### config.mk
export PLATFORM = sky130hd
export DESIGN_NAME = vga_timing_controller
export DESIGN_NICKNAME = d
export VERILOG_FILES = /design/src/rtl/vga_timing_pkg.sv /design/src/rtl/pixel_tick_gen.sv /design/src/rtl/vga_timing_controller.sv
export SDC_FILE = /design/constraint.sdc
export NUM_CORES = 1
export LEC_CHECK = 0
export BUFFER_PORTS_ARGS = -buffer_cell sky130_fd_sc_hd__buf_2
export CORE_ASPECT_RATIO = 0.5
export CORE_MARGIN = 3
export CORE_UTILIZATION = 42
export CTS_CLUSTER_DIAMETER = 40
export DETAILED_ROUTE_END_ITERATION = 12
export PLACE_DENSITY = 0.71
export SLEW_MARGIN = 30
export SYNTH_ARGS = -nofsm -noshare
export SYNTH_HDL_FRONTEND = slang
export SYNTH_SLANG_ARGS = --single-unit
### constraint.sdc
create_clock -name clock -period 5.05 [get_ports clock]
set_input_delay 1.01 -clock clock [delete_from_list [all_inputs] [get_ports clock]]
set_output_delay 1.01 -clock clock [all_outputs]
set_load 0.03 [all_outputs]
### src/rtl/vga_timing_pkg.sv
// Shared definitions for the VGA timing controller.
// Default 640x480@60 timing constants, the phase type used by both the
// horizontal and vertical phase FSMs, and a helper that decodes the phase
// implied by a raw counter value.
package vga_timing_pkg;

  localparam int H_ACTIVE_DEF = 640;
  localparam int H_FRONT_DEF  = 16;
  localparam int H_SYNC_DEF   = 96;
  localparam int H_BACK_DEF   = 48;
  localparam int V_ACTIVE_DEF = 480;
  localparam int V_FRONT_DEF  = 10;
  localparam int V_SYNC_DEF   = 2;
  localparam int V_BACK_DEF   = 33;

  typedef enum logic [1:0] {PH_ACT, PH_FP, PH_SYNC, PH_BP} phase_t;

  // Region a counter value falls in; anything past the sync window is back porch.
  function automatic phase_t phase_of(input int cnt, input int act, input int fp,
                                      input int sync);
    if (cnt < act)             return PH_ACT;
    if (cnt < act + fp)        return PH_FP;
    if (cnt < act + fp + sync) return PH_SYNC;
    return PH_BP;
  endfunction

endpackage

### src/rtl/pixel_tick_gen.sv
// Pixel-rate enable generator.
// Divides the system clock by CLK_DIV, producing a one-clock tick per pixel.
// Ports:
//   clock    in  system clock
//   reset_n  in  asynchronous active-low reset
//   enable   in  1 = count, 0 = hold the divider phase
//   tick     out one-clock pulse when the divider is in its last phase
module pixel_tick_gen #(
  parameter int CLK_DIV = 2
) (
  input  logic clock,
  input  logic reset_n,
  input  logic enable,
  output logic tick
);

  localparam int DW = (CLK_DIV > 1) ? $clog2(CLK_DIV) : 1;
  localparam logic [DW-1:0] LAST = DW'(CLK_DIV - 1);

  logic [DW-1:0] div_cnt;

  always_ff @(posedge clock or negedge reset_n) begin
    if (!reset_n) begin
      div_cnt <= '0;
    end else if (enable) begin
      // NOTE: state registers use non-blocking assignments so every flop
      // samples the pre-edge value, independent of statement order.
      div_cnt <= (div_cnt == LAST) ? '0 : div_cnt + DW'(1);
    end
  end

  // With CLK_DIV=1 the divider is always in its last phase, so the tick would
  // follow enable even while held in reset; reset_n keeps it quiet then.
  assign tick = enable && reset_n && (div_cnt == LAST);

endmodule

### src/rtl/vga_timing_controller.sv
// VGA timing controller.
// Generates horizontal/vertical sync, blanking, pixel coordinates and
// line/frame markers from a divided pixel-rate tick.
// Ports:
//   clock        in  system clock
//   reset_n      in  asynchronous active-low reset
//   enable       in  1 = run, 0 = freeze divider, counters and phases
//   pixel_tick   out one-clock pulse per pixel period
//   hsync/vsync  out sync levels, active at SYNC_POL
//   video_on     out both axes in the active region
//   pixel_x/y    out current column/row while video_on, else 0
//   line_start   out tick on the first pixel of a line
//   frame_start  out tick on the first pixel of a frame
module vga_timing_controller
  import vga_timing_pkg::*;
#(
  parameter int CLK_DIV  = 2,
  parameter int H_ACTIVE = H_ACTIVE_DEF,
  parameter int H_FRONT  = H_FRONT_DEF,
  parameter int H_SYNC   = H_SYNC_DEF,
  parameter int H_BACK   = H_BACK_DEF,
  parameter int V_ACTIVE = V_ACTIVE_DEF,
  parameter int V_FRONT  = V_FRONT_DEF,
  parameter int V_SYNC   = V_SYNC_DEF,
  parameter int V_BACK   = V_BACK_DEF,
  parameter bit SYNC_POL = 1'b0
) (
  input  logic       clock,
  input  logic       reset_n,
  input  logic       enable,
  output logic       pixel_tick,
  output logic       hsync,
  output logic       vsync,
  output logic       video_on,
  output logic [9:0] pixel_x,
  output logic [9:0] pixel_y,
  output logic       line_start,
  output logic       frame_start
);

  localparam int H_TOTAL = H_ACTIVE + H_FRONT + H_SYNC + H_BACK;
  localparam int V_TOTAL = V_ACTIVE + V_FRONT + V_SYNC + V_BACK;
  localparam int HW = $clog2(H_TOTAL);
  localparam int VW = $clog2(V_TOTAL);

  // Last count of each region; the phase FSM leaves the region on a tick here.
  localparam logic [HW-1:0] H_ACT_END  = HW'(H_ACTIVE - 1);
  localparam logic [HW-1:0] H_FP_END   = HW'(H_ACTIVE + H_FRONT - 1);
  localparam logic [HW-1:0] H_SYNC_END = HW'(H_ACTIVE + H_FRONT + H_SYNC - 1);
  localparam logic [HW-1:0] H_LAST     = HW'(H_TOTAL - 1);
  localparam logic [VW-1:0] V_ACT_END  = VW'(V_ACTIVE - 1);
  localparam logic [VW-1:0] V_FP_END   = VW'(V_ACTIVE + V_FRONT - 1);
  localparam logic [VW-1:0] V_SYNC_END = VW'(V_ACTIVE + V_FRONT + V_SYNC - 1);
  localparam logic [VW-1:0] V_LAST     = VW'(V_TOTAL - 1);

  logic [HW-1:0] h_cnt;
  logic [VW-1:0] v_cnt;
  phase_t        h_ph;
  phase_t        v_ph;
  logic          h_wrap;

  pixel_tick_gen #(.CLK_DIV(CLK_DIV)) u_tick (
    .clock  (clock),
    .reset_n(reset_n),
    .enable (enable),
    .tick   (pixel_tick)
  );

  assign h_wrap = pixel_tick && (h_cnt == H_LAST);

  // Horizontal counter and phase FSM share one register block so they can
  // never disagree about which tick moved them.
  always_ff @(posedge clock or negedge reset_n) begin
    if (!reset_n) begin
      h_cnt <= '0;
      h_ph  <= PH_ACT;
    end else if (pixel_tick) begin
      h_cnt <= (h_cnt == H_LAST) ? '0 : h_cnt + HW'(1);
      case (h_ph)
        PH_ACT:  if (h_cnt == H_ACT_END)  h_ph <= PH_FP;
        PH_FP:   if (h_cnt == H_FP_END)   h_ph <= PH_SYNC;
        PH_SYNC: if (h_cnt == H_SYNC_END) h_ph <= PH_BP;
        PH_BP:   if (h_cnt == H_LAST)     h_ph <= PH_ACT;
        default:                          h_ph <= PH_ACT;
      endcase
    end
  end

  // Vertical axis advances only when the horizontal counter wraps.
  always_ff @(posedge clock or negedge reset_n) begin
    if (!reset_n) begin
      v_cnt <= '0;
      v_ph  <= PH_ACT;
    end else if (h_wrap) begin
      v_cnt <= (v_cnt == V_LAST) ? '0 : v_cnt + VW'(1);
      case (v_ph)
        PH_ACT:  if (v_cnt == V_ACT_END)  v_ph <= PH_FP;
        PH_FP:   if (v_cnt == V_FP_END)   v_ph <= PH_SYNC;
        PH_SYNC: if (v_cnt == V_SYNC_END) v_ph <= PH_BP;
        PH_BP:   if (v_cnt == V_LAST)     v_ph <= PH_ACT;
        default:                          v_ph <= PH_ACT;
      endcase
    end
  end

  // Level outputs decode registered state only, so they move in the same
  // clock as the counters and never depend on enable.
  assign hsync       = (h_ph == PH_SYNC) ? SYNC_POL : ~SYNC_POL;
  assign vsync       = (v_ph == PH_SYNC) ? SYNC_POL : ~SYNC_POL;
  assign video_on    = (h_ph == PH_ACT) && (v_ph == PH_ACT);
  assign pixel_x     = video_on ? 10'(h_cnt) : 10'd0;
  assign pixel_y     = video_on ? 10'(v_cnt) : 10'd0;
  assign line_start  = pixel_tick && (h_cnt == '0);
  assign frame_start = line_start && (v_cnt == '0);

  // The FSMs duplicate information held in the counters; they must agree.
  a_h_phase: assert property (@(posedge clock) disable iff (!reset_n)
    h_ph == phase_of(int'(h_cnt), H_ACTIVE, H_FRONT, H_SYNC));
  a_v_phase: assert property (@(posedge clock) disable iff (!reset_n)
    v_ph == phase_of(int'(v_cnt), V_ACTIVE, V_FRONT, V_SYNC));

endmodule

==> impl_metrics.env <==
export IMPL_outcome="finished clean"
export IMPL_rsz0062_at_grt="no"
export IMPL_path_clk_slew_ps=80
export IMPL_portBuffers=28
export IMPL_num_vias=1490
export IMPL_crit_path_frequent_cell="buf_2"
export IMPL_layout_common_cells="28 x buf_2, 26 x and3_1, 25 x dfrtp_1"
export IMPL_timing_slew_headroom=0.531
export IMPL_drc=0
export IMPL_grt_pass1_wl_mm=6.32
export IMPL_grt_ovfl_total=0
export IMPL_hp_class="reg2reg"
export IMPL_hold_ws_ps=485
export IMPL_max_freq_ghz=0.270
export IMPL_drt_iter0_drc=71
export IMPL_ioPinCount=29
export IMPL_layout_drive_gt1_share=0.182
export IMPL_startpoint="reset_n"
export IMPL_r2r_start="v_cnt[7]$_DFFE_PN0P_"
export IMPL_diodes=0
export IMPL_syn_inst=193
export IMPL_rrSetupSlack_ps=2630
export IMPL_syn_to_final_growth_pct=11.4
export IMPL_ys_flop_type="dfrtp_1"
export IMPL_hold_viol_final=0
export IMPL_cp_end_kind="primary output"
export IMPL_async_flop_share=1.00
export IMPL_synth_seq_cells=25
export IMPL_slowest_stage="buf_2"
export IMPL_clock_skew_final_ps=1.84
export IMPL_cts_sinks=25
export IMPL_via_per_inst=5.62
export IMPL_crit_fanout=26
export IMPL_hold_buffers=0
export IMPL_dieArea_um2=4960
export IMPL_grt_max_degree=27
export IMPL_grt_pass1_vias=1335
export IMPL_gp_congestion=0.855
export IMPL_path_cells="buf_2, nand3_1, clkinv_1, nand2_1, nor4_1, and3_1, buf_2"
export IMPL_fin_crit_sh=0.733
export IMPL_root_buffer="clkbuf_8"
export IMPL_worst_pin_slew_ps=704
export IMPL_cap_violations=0
export IMPL_ir_drop_mv=0.159
export IMPL_cts_buffers=3
export IMPL_antenna_found_initial=0
export IMPL_whs_path_depth=1
export IMPL_cts_resized=0
export IMPL_cts_path_max_buffers=2
export IMPL_worstPathRequired_ps=4040
export IMPL_dp_hpwl_mm=2.73
export IMPL_core_area_um2=3680
export IMPL_ys_types=43
export IMPL_netlist_area_um2=1730
export IMPL_row_count=15
export IMPL_setup_violations=0
export IMPL_crit_arrival_ps=2690
export IMPL_maxSlewViolCount=0
export IMPL_synth_nets=210
export IMPL_die_w_um=96.6
export IMPL_track_usage=0.157
export IMPL_ys_seq_area_frac=0.363
export IMPL_setup_tns_final_ps=0
export IMPL_r2r_cells=4
export IMPL_crit_path_start_kind="primary input"
export IMPL_p_leak_nw=1.03
export IMPL_die_h_um=51.3
export IMPL_holdPathEnd="u_tick.div_cnt$_DFFE_PN0P_"
export IMPL_htreeDepth=1
export IMPL_first_pass_iters=4
export IMPL_drt_wl_total_mm=3.73
export IMPL_nets=232
export IMPL_postCtsSetupRepairBufs=0
export IMPL_antenna_left=0
export IMPL_mostFrequentLayoutCell="buf_2"
export IMPL_holdCritStartpoint="u_tick.div_cnt$_DFFE_PN0P_"
export IMPL_slowest_delay_ps=470
export IMPL_ys_warn_count=0
export IMPL_routedWlPerCell_um=14.1
export IMPL_powerDensity_nw_per_um2=222
export IMPL_critPathKind="in2out"
export IMPL_r2r_end="v_ph[1]$_DFFE_PN0P_"
export IMPL_synth_edf_count=0
export IMPL_syn_area_per_cell_um2=8.94
export IMPL_clock_latency_ps=270
export IMPL_fin_crit_ps=3700
export IMPL_start_util=0.469
export IMPL_cts_tree="built"
## kinds of logic after synthesis
group / share of synthesized area
AOI/OAI and AO/OA: 0.0986
xor gates and xnor gates: 0.0609
adders and majority gates: 0.102
buffers and inverters: 0.0587
DFF: 0.363
muxes: 0.0268
and+or+nand+nor: 0.291
## power by group
group | switching (mW) | total [mW] | internal (mW)
logic | 0.0355 | 0.0604 | 0.0250
registers | 0.0283 | 0.249 | 0.220
clock network | 0.0610 | 0.117 | 0.0564
total | 0.125 | 0.427 | 0.302
## state kept, by name (all words and copies together), names as in the netlist
| signal | flops |
|---|---|
| h_cnt | 10 |
| h_ph | 2 |
| u_tick.div_cnt | 1 |
| v_cnt | 10 |
| v_ph | 2 |
## synthesized netlist by cell type (2+ instances only)
| library cell | count | share of area |
|---|---|---|
| dfrtp_1 | 25 | 0.36 |
| and2_1 | 2 | 0.0073 |
| o21ai_0 | 7 | 0.020 |
| nand3_1 | 9 | 0.026 |
| or3_1 | 2 | 0.0073 |
| buf_2 | 3 | 0.0087 |
| a21oi_1 | 4 | 0.012 |
| o22ai_1 | 2 | 0.0073 |
| and3_1 | 26 | 0.094 |
| ha_1 | 14 | 0.10 |
| nand2_1 | 16 | 0.035 |
| xnor2_1 | 5 | 0.025 |
| xor2_1 | 7 | 0.036 |
| nor2_1 | 11 | 0.024 |
| mux2i_1 | 2 | 0.012 |
| inv_1 | 12 | 0.026 |
| nand4b_1 | 2 | 0.010 |
| a31oi_1 | 4 | 0.015 |
| nor3_1 | 5 | 0.015 |
| nor4_1 | 3 | 0.011 |
| nand4_1 | 4 | 0.015 |
| clkbuf_1 | 7 | 0.015 |
## worst max-delay path by stage
stage / to / slack [ps] / cells after the start
floorplan: frame_start / 1150 / 5
global placement: frame_start / 1380 / 7
detailed placement: frame_start / 1290 / 7
CTS: frame_start / 1290 / 7
global route: frame_start / 1120 / 7
finish: frame_start / 1350 / 7
## critical path: cells and delay by family
family,cells,cell delay (ps)
buffers and inverters,3,880
AND/OR/NAND/NOR,4,800
## layer usage
layer / global-route usage / vias to the layer above / part of all wire
met3: 0.0354 / 5 / 0.046
met5: 0 / - / 0
met1: 0.203 / 721 / 0.46
met4: 0.0350 / 0 / 0.0072
li1: - / 718 / -
met2: 0.273 / 46 / 0.49
## through the flow
| step | setup slack, ps | instances | util | instance area (um^2) | power [mW] |
|---|---|---|---|---|---|
| after floorplan | 1150 | 193 | - | 1730 | 0.291 |
| after global placement | 1380 | 261 | 0.510 | 1880 | 0.311 |
| after detailed placement | 1290 | 261 | 0.510 | 1880 | 0.314 |
| after CTS | 1290 | 265 | 0.522 | 1920 | 0.432 |
| after global routing | 1120 | 265 | 0.522 | 1920 | 0.455 |
| final | 1350 | 265 | 0.522 | 1920 | 0.427 |
## area by class of cell
class / instances / area (um^2)
clock buffers: 4 / 45.0
fillers: 356 / 1760
inverters: 13 / 48.8
multi-input cells: 144 / 998
flip-flops and latches: 25 / 626
well taps: 51 / 63.8
repair buffers: 28 / 140
No activity file was read; power rests on OpenSTA's default activity.
